## config.mk

```make
export PLATFORM = sky130hd
export DESIGN_NAME = reg_to_mem_store_flat
export DESIGN_NICKNAME = d
export VERILOG_FILES = /design/src/rtl/reg_to_mem_store_if.sv /design/src/rtl/reg_to_mem_store.sv /design/src/flat_wrapper.sv
export SDC_FILE = /design/constraint.sdc
export NUM_CORES = 1
export LEC_CHECK = 0
export BUFFER_PORTS_ARGS = -buffer_cell sky130_fd_sc_hd__buf_2
export CORE_MARGIN = 1.5
export CORE_UTILIZATION = 51
export DETAILED_ROUTE_END_ITERATION = 7
export HOLD_SLACK_MARGIN = 0.06
export PLACE_DENSITY = 0.85
export SKIP_LAST_GASP = 1
export SYNTH_ARGS = -nofsm -noshare
export SYNTH_HDL_FRONTEND = slang
export SYNTH_SLANG_ARGS = --single-unit
```

## constraint.sdc

```tcl
create_clock -name clk -period 2.8 [get_ports clk]
set_input_delay 0.42 -clock clk [delete_from_list [all_inputs] [get_ports clk]]
set_output_delay 0.42 -clock clk [all_outputs]
set_load 0.005 [all_outputs]
```

## src/rtl/reg_to_mem_store_if.sv

```systemverilog
// Store-path bundle: store request/status plus the word-addressed data memory port.
// The store unit uses the slave modport; the requester/memory side uses master.
interface reg_to_mem_store_if;
  logic        start;
  logic [1:0]  store_type;
  logic [31:0] address;
  logic [31:0] reg_data;
  logic [31:0] mem_rdata;
  logic [31:0] mem_addr;
  logic [31:0] mem_wdata;
  logic        mem_wr;
  logic        busy;
  logic        done;
  logic        fault;

  modport master (
    output start, store_type, address, reg_data, mem_rdata,
    input  mem_addr, mem_wdata, mem_wr, busy, done, fault
  );

  modport slave (
    input  start, store_type, address, reg_data, mem_rdata,
    output mem_addr, mem_wdata, mem_wr, busy, done, fault
  );
endinterface

```

## src/rtl/reg_to_mem_store.sv

```systemverilog
// SW/SH/SB store unit for a word-addressed little-endian memory; sub-word stores use read-modify-write.
// Optional macro STORE_ALIGN_CHECK_EN: misaligned SW/SH abort with fault instead of silently aligning.
module reg_to_mem_store #(
  parameter int MEM_LATENCY = 1
) (
  input  logic                clk,
  input  logic                reset_n,
  reg_to_mem_store_if.slave   bus
);
  typedef enum logic [2:0] {
    S_IDLE, S_READ, S_WAIT, S_MERGE, S_WRITE, S_DONE
  } state_t;

  localparam logic [1:0] T_SW = 2'b00;
  localparam logic [1:0] T_SH = 2'b01;
  localparam logic [1:0] T_SB = 2'b10;
  localparam logic [1:0] T_BAD = 2'b11;
  localparam logic [2:0] LAT_M1 = 3'(MEM_LATENCY - 1);

  state_t      r_state, w_state_next;
  logic [1:0]  r_type;
  logic [1:0]  r_addr_lo;
  logic [15:0] r_data;
  logic [2:0]  r_cnt;
  logic        r_fault;
  logic [31:0] r_mem_addr;
  logic [31:0] r_mem_wdata;
  logic [31:0] w_merged;
  logic        w_accept, w_misaligned, w_fault_req;
  logic        w_busy, w_done, w_mem_wr;

  assign w_accept = (r_state == S_IDLE) && bus.start;

`ifdef STORE_ALIGN_CHECK_EN
  assign w_misaligned = ((bus.store_type == T_SW) && (bus.address[1:0] != 2'b00)) ||
                        ((bus.store_type == T_SH) && bus.address[0]);
`else
  assign w_misaligned = 1'b0;
`endif

  assign w_fault_req = (bus.store_type == T_BAD) || w_misaligned;

  always_ff @(posedge clk or negedge reset_n) begin
    if (!reset_n) r_state <= S_IDLE;
    else          r_state <= w_state_next;
  end

  always_comb begin
    w_state_next = r_state;
    w_busy       = 1'b1;
    w_done       = 1'b0;
    w_mem_wr     = 1'b0;
    case (r_state)
      S_IDLE: begin
        w_busy = 1'b0;
        if (bus.start) begin
          if (w_fault_req)                  w_state_next = S_DONE;
          else if (bus.store_type == T_SW)  w_state_next = S_WRITE;
          else                              w_state_next = S_READ;
        end
      end
      S_READ:  w_state_next = (LAT_M1 == 3'd0) ? S_MERGE : S_WAIT;
      // r_cnt holds the WAIT cycles still to spend, including this one
      S_WAIT:  if (r_cnt == 3'd1) w_state_next = S_MERGE;
      S_MERGE: w_state_next = S_WRITE;
      S_WRITE: begin
        w_mem_wr     = 1'b1;
        w_state_next = S_DONE;
      end
      S_DONE: begin
        w_done       = 1'b1;
        w_state_next = S_IDLE;
      end
      default: w_state_next = S_IDLE;
    endcase
  end

  always_comb begin
    w_merged = bus.mem_rdata;
    if (r_type == T_SB)
      w_merged[{r_addr_lo, 3'b000} +: 8] = r_data[7:0];
    else if (r_type == T_SH)
      w_merged[{r_addr_lo[1], 4'b0000} +: 16] = r_data[15:0];
  end

  always_ff @(posedge clk or negedge reset_n) begin
    if (!reset_n) begin
      r_type      <= T_SW;
      r_addr_lo   <= 2'b00;
      r_data      <= 16'h0000;
      r_cnt       <= 3'd0;
      r_fault     <= 1'b0;
      r_mem_addr  <= 32'h0;
      r_mem_wdata <= 32'h0;
    end else begin
      if (w_accept) begin
        r_type     <= bus.store_type;
        r_addr_lo  <= bus.address[1:0];
        r_data     <= bus.reg_data[15:0];
        r_fault    <= w_fault_req;
        r_mem_addr <= {bus.address[31:2], 2'b00};
        // full-word stores skip the merge, so the write data is final right away
        if (bus.store_type == T_SW) r_mem_wdata <= bus.reg_data;
      end
      if (r_state == S_READ)      r_cnt <= LAT_M1;
      else if (r_state == S_WAIT) r_cnt <= r_cnt - 3'd1;
      if (r_state == S_MERGE) r_mem_wdata <= w_merged;
    end
  end

  assign bus.mem_addr  = r_mem_addr;
  assign bus.mem_wdata = r_mem_wdata;
  assign bus.mem_wr    = w_mem_wr;
  assign bus.busy      = w_busy;
  assign bus.done      = w_done;
  assign bus.fault     = w_done & r_fault;
endmodule

```

## src/flat_wrapper.sv

```systemverilog
// flat-port wrapper written by rule: the top's interface ports become plain ports
module reg_to_mem_store_flat 
#(
  parameter int MEM_LATENCY = 1
)
  (clk, reset_n, bus_start, bus_store_type, bus_address, bus_reg_data, bus_mem_rdata, bus_mem_addr, bus_mem_wdata, bus_mem_wr, bus_busy, bus_done, bus_fault);
  reg_to_mem_store_if bus_i ();
  input  logic clk;
  input  logic reset_n;
  input wire logic [$bits(bus_i.start)-1:0] bus_start;
  input wire logic [$bits(bus_i.store_type)-1:0] bus_store_type;
  input wire logic [$bits(bus_i.address)-1:0] bus_address;
  input wire logic [$bits(bus_i.reg_data)-1:0] bus_reg_data;
  input wire logic [$bits(bus_i.mem_rdata)-1:0] bus_mem_rdata;
  output wire logic [$bits(bus_i.mem_addr)-1:0] bus_mem_addr;
  output wire logic [$bits(bus_i.mem_wdata)-1:0] bus_mem_wdata;
  output wire logic [$bits(bus_i.mem_wr)-1:0] bus_mem_wr;
  output wire logic [$bits(bus_i.busy)-1:0] bus_busy;
  output wire logic [$bits(bus_i.done)-1:0] bus_done;
  output wire logic [$bits(bus_i.fault)-1:0] bus_fault;
  assign bus_i.start = bus_start;
  assign bus_i.store_type = bus_store_type;
  assign bus_i.address = bus_address;
  assign bus_i.reg_data = bus_reg_data;
  assign bus_i.mem_rdata = bus_mem_rdata;
  assign bus_mem_addr = bus_i.mem_addr;
  assign bus_mem_wdata = bus_i.mem_wdata;
  assign bus_mem_wr = bus_i.mem_wr;
  assign bus_busy = bus_i.busy;
  assign bus_done = bus_i.done;
  assign bus_fault = bus_i.fault;
  reg_to_mem_store #(.MEM_LATENCY(MEM_LATENCY)) u_core (.clk(clk), .reset_n(reset_n), .bus(bus_i));
endmodule
```

==> flow_summary.ini, run 1 <==
[outcome]
status = finished, final reports clean

[power]
power.total_uw = 7011
max-vdd-ir-drop_v = 0.0005350
p_per_area_mw_per_mm2 = 1111
p_leak_uw = 0.002820

[floorplan]
die_w_um = 103.0
io-pin-count = 169
num_rows = 36
initial_core_util = 0.5243
chipHeight_um = 103.0
core_mm2 = 0.009729
die_area_mm2 = 0.01061

[synth]
seq_area_frac_synth = 0.4366
async_flop_share = 1.000
ys_seq_elements = 89
synthCells = 536
synth_largest_area_cell = dfrtp_1
ys.flop_type = dfrtp_1
synth.top_cells.by_area = dfrtp_1 44%, mux2_2 9.3%, o21ai_0 6.4%
synth.most_common_cell = dfrtp_1
netlist_area_mm2 = 0.005101
avgSynthCellArea_um2 = 9.517
synth_top_area_frac = 0.4366
synth_edf_count = 0
yosysWarnings = 0
synth_common_cells = 89 x dfrtp_1, 65 x o21ai_0, 42 x mux2_2
synth_cell_types = 46

[grt]
grt_pass1_vias = 4698
grt_pass1_wl_um = 23220
antenna_found_initial = 0
grt_use_total = 0.2818
grt_max_degree = 90
gr-total-overflow = 0

[sta]
clock.fmax_mhz = 375.2
slew_headroom = 0.3633
report.final.slew_viol_count = 0
period_share = 0.9519
fin_setup_tns_ps = 0
finClkSkew_ps = 7.928
tightest_slew_ps = 931.0
rsz0062_at_grt = no
fin_crit_ps = 2665
setup_viol = 0
hold_viol_final = 0
fin_ws_ps = 134.7
holdWs_ps = 80.03

[drt]
wl_met3_um = 877
firstDrtPassIters = 5
drt-met1-wl_um = 6126
post-route-drc-count = 0
dr_wl_met2_um = 7536
routedWlPerCell_um = 18.15
vias = 4924
viasPerCell = 5.961
drt_iter0_markers = 354
top_layer = met4
antenna_left = 0
wl_um = 14990

[setup_path]
worst_setup_path_end_kind = flop
crit_path_cell_trace = inv_1 > ha_1 > nor3b_2 > buf_4 > a211oi_1 > a2111oi_0 > o22a_1
critPathMaxFanout = 12
cp_data_required_time_ps = 3110
rr_worst_depth = 7
timing.rr.end = u_core.bus.mem_wdata[20]
cpMaxStageDelayCell = a2111oi_0
reg2reg_setup_slack_ps = 130
path_class = flop to flop
r2r-start = u_core.r_addr_lo[0]
startpoint_type = flop
critPathBufInv = 2
crit_family = compound AO/OA/AOI/OAI gates
max_stage_delay_ps = 840
cp.arrival_ps = 2970

[placed_design]
port_buffers = 166
routabilityCongestion = 0.8937
place_ws_ps = 243.3
hpwl_um = 10850

[clocking]
clk_pin_slew_ps = 90
cts_setup_buffers = 0
htreeDepth = 3
cts_root_buf = clkbuf_8
clock_sinks = 89
cts_resized = 0
cts_tree = built
cts_buffer_depth = 2
numCtsBuffers = 9
clk_latency_ps = 370
cts_hold_buffers = 0

[flow_run]
max_cap_viol_count = 0

[min_path]
hp-class = input port to async pin

[layout]
area_growth_syn_to_layout_pct = 23.69
final_util = 0.6485
fin_nets = 798
drive_above_1_share = 0.3608
num-fill-cells = 822
diodes = 0
sequential cells by signal, indices dropped and copies added (netlist names):
signal                count
u_core.bus.mem_addr      30
u_core.r_state            3
u_core.r_fault            1
u_core.r_data            16
u_core.r_type             2
u_core.r_cnt              3
u_core.r_addr_lo          2
u_core.bus.mem_wdata     32
how the worst max path moves through the flow:
stage,from,to,cells past startpoint
after detailed placement,u_core.r_addr_lo[0],u_core.bus.mem_wdata[20],7
final,u_core.r_addr_lo[0],u_core.bus.mem_wdata[20],7
after floorplan,u_core.r_addr_lo[1],u_core.bus.mem_wdata[15],8
after global routing,u_core.r_addr_lo[0],u_core.bus.mem_wdata[20],7
after global placement,u_core.r_addr_lo[0],u_core.bus.mem_wdata[20],7
after CTS,u_core.r_addr_lo[0],u_core.bus.mem_wdata[20],7
metrics by stage:
stage / instances / cell area [um2]
6_report: 826 / 6310
3_3_place_gp: 810 / 6086
5_1_grt: 826 / 6310
2_1_floorplan: 537 / 5105
3_5_place_dp: 810 / 6086
4_1_cts: 826 / 6310
cell usage in the layout, fill, tap and decap left out, types with 15 or more instances in the layout:
| master | count |
|---|---|
| a31oi_1 | 19 |
| buf_2 | 165 |
| buf_4 | 19 |
| dfrtp_1 | 89 |
| inv_1 | 24 |
| mux2_2 | 42 |
| nand2_1 | 27 |
| nor2_1 | 29 |
| nor2b_1 | 36 |
| nor3_1 | 26 |
| o21ai_0 | 65 |
| o22a_1 | 15 |
| o31ai_1 | 17 |
logic make-up after synthesis:
family / Yosys count / share of synthesized area
xor gates and xnor gates: 1 / 0.001717
adders and majority gates: 9 / 0.02208
AOI/OAI and AO/OA: 172 / 0.2303
buffers and inverters: 71 / 0.05862
DFF: 89 / 0.4366
muxes: 42 / 0.09271
and+or+nand+nor: 151 / 0.1572
other: 1 / 0.0007351
worst reg2reg max path, delay by kind of cell, from the launching register on:
family	cells	cell delay [ps]
simple gates	1	230
compound gates	3	1180
buf+inv	2	320
fa+ha+maj	1	390
flops	1	490
final cells by class:
class | instances | area [um2] | area share
multi-input combinational | 377 | 2590 | 0.4105
sequential | 89 | 2227 | 0.3530
timing repair buffer | 186 | 1008 | 0.1598
tap | 133 | 166.4 | 0.02637
clock buffer | 9 | 123.9 | 0.01963
clock inverter | 7 | 100.1 | 0.01586
inverter | 25 | 93.84 | 0.01487
per-layer routing:
layer / up-vias / GRT usage
met1: 2404 / 0.3655
met2: 202 / 0.4605
li1: 2283 / -
met4: 0 / 0.1289
met3: 35 / 0.05017
met5: - / 0
power breakdown:
| part | total [uW] | switching (uW) | internal, uW |
|---|---|---|---|
| Sequential | 2470 | 526 | 1940 |
| Clock | 1000 | 491 | 512 |
| Combinational | 3540 | 1910 | 1620 |
| Total | 7010 | 2930 | 4080 |
Note: power is estimated with default switching activity, not from simulation.
==> run 2: changes to the inputs <==
PLACE_DENSITY = default   (was 0.85)
PLACE_DENSITY_LB_ADDON = 0.1   (was default)
SLEW_MARGIN = 20   (was default)
==> flow_summary.ini, run 2 (same netlist as run 1, synthesis figures left out) <==
[floorplan]
num_rows = 36
chipHeight_um = 103.0
initial_core_util = 0.5243
io-pin-count = 169
die_area_mm2 = 0.01061
die_w_um = 103.0
core_mm2 = 0.009729

[grt]
gr-total-overflow = 0
grt_pass1_wl_um = 22400
grt_pass1_vias = 4359
grt_max_degree = 51
antenna_found_initial = 0
grt_use_total = 0.2766

[setup_path]
path_class = flop to flop
critPathMaxFanout = 12
startpoint_type = flop
rr_worst_depth = 7
r2r-start = u_core.r_addr_lo[0]
cp.arrival_ps = 2960
reg2reg_setup_slack_ps = 150
timing.rr.end = u_core.bus.mem_wdata[21]
cp_data_required_time_ps = 3110
worst_setup_path_end_kind = flop

[layout]
largest_reg_flops = 32
area_growth_syn_to_layout_pct = 22.98
fin_nets = 801
final_util = 0.6448
drive_above_1_share = 0.3621
diodes = 0
final_common_cell = buf_2
stdcell_count = 829
layout_common_cells = 165 x buf_2, 89 x dfrtp_1, 65 x o21ai_0

[power]
power.total_uw = 6818
p_leak_uw = 0.002800
swShare = 0.4284
power_switching_uw = 2921
intPower_uw = 3897
p_per_area_mw_per_mm2 = 1087
clockPowerShare = 0.121
max-vdd-ir-drop_v = 0.0006089
pwr-share-comb = 0.515
seqPwrFrac = 0.364

[placed_design]
place_ws_ps = 136.5
routabilityCongestion = 0.8942
dp.cells = 813
port_buffers = 166
hpwl_um = 11030

[drt]
firstDrtPassIters = 5
drt_iter0_markers = 360
routedWlPerCell_um = 17.88
viasPerCell = 5.924
antenna_left = 0
vias = 4911
wl_um = 14820
post-route-drc-count = 0

[sta]
clock.fmax_mhz = 377.0
setup_viol = 0
rsz0062_at_grt = no
fin_crit_ps = 2652
fin_setup_tns_ps = 0
slew_headroom = 0.3458
period_share = 0.9473
finClkSkew_ps = 10.74
fin_ws_ps = 147.7
tightest_slew_ps = 956.5
hold_viol_final = 0
report.final.slew_viol_count = 0

[flow_run]
max_cap_viol_count = 0

[clocking]
cts_tree = built
cts_hold_buffers = 0
cts_root_buf = clkbuf_8
cts_resized = 0
cts_setup_buffers = 0
numCtsBuffers = 9
clk_latency_ps = 370
clk_pin_slew_ps = 90
htreeDepth = 3
clock_sinks = 89
cts_buffer_depth = 2

[min_path]
hp-class = input port to async pin

[outcome]
status = finished, final reports clean
[run 2: changes by cell type in the layout (fill, tap and decap cells not counted), sizes merged]
cell,change
clkinvlp,+2
bufinv,-2
clkbuf,+1
clkinv,-1
buf,+3
[run 2: worst max-delay path by stage]
stage          cells after the start                       end           startpoint
2_1_floorplan                      8  u_core.bus.mem_wdata[15]  u_core.r_addr_lo[1]
3_3_place_gp                       7  u_core.bus.mem_wdata[21]  u_core.r_addr_lo[0]
3_5_place_dp                       7  u_core.bus.mem_wdata[21]  u_core.r_addr_lo[0]
4_1_cts                            7  u_core.bus.mem_wdata[21]  u_core.r_addr_lo[0]
5_1_grt                            7  u_core.bus.mem_wdata[21]  u_core.r_addr_lo[0]
6_report                           7  u_core.bus.mem_wdata[21]  u_core.r_addr_lo[0]
[run 2: layout make-up]
cell class / count / area [um2]
Clock buffer: 10 / 127.6
Clock inverter: 6 / 50.05
Fill cell: 858 / 3456
Inverter: 25 / 93.84
Multi-Input combinational cell: 377 / 2590
Sequential cell: 89 / 2227
Tap cell: 133 / 166.4
Timing Repair Buffer: 189 / 1018
[run 2: critical path: stages (launching register included)]
cell	delay (ps)
dfrtp_1	480
inv_1	130
ha_1	390
nor3b_2	230
buf_4	180
a211oi_1	80
a2111oi_0	840
o22a_1	260
[run 2: through the flow]
| step | cell area (um2) | hold slack [ps] |
|---|---|---|
| 2_1_floorplan | 5105 | 124.4 |
| 3_3_place_gp | 6096 | 483.1 |
| 3_5_place_dp | 6096 | 489.6 |
| 4_1_cts | 6274 | 102.7 |
| 5_1_grt | 6274 | 132.6 |
| 6_report | 6274 | 78.54 |
[run 2: routing by layer]
metal  share of wire  GRT usage  vias up
met4           0.025     0.1154        0
met2            0.48     0.4469      210
li1                -          -     2286
met1            0.43     0.3748     2389
met5               0          0        -
met3           0.063    0.03864       26
[run 2: power by group through the flow]
stage | combinational [uW] | sequential (uW) | clock [uW]
2_1_floorplan | 2300 | 2370 | 0
3_3_place_gp | 3400 | 2470 | 0
3_5_place_dp | 3500 | 2490 | 0
4_1_cts | 3500 | 2470 | 837
5_1_grt | 3880 | 2570 | 888
6_report | 3510 | 2480 | 824
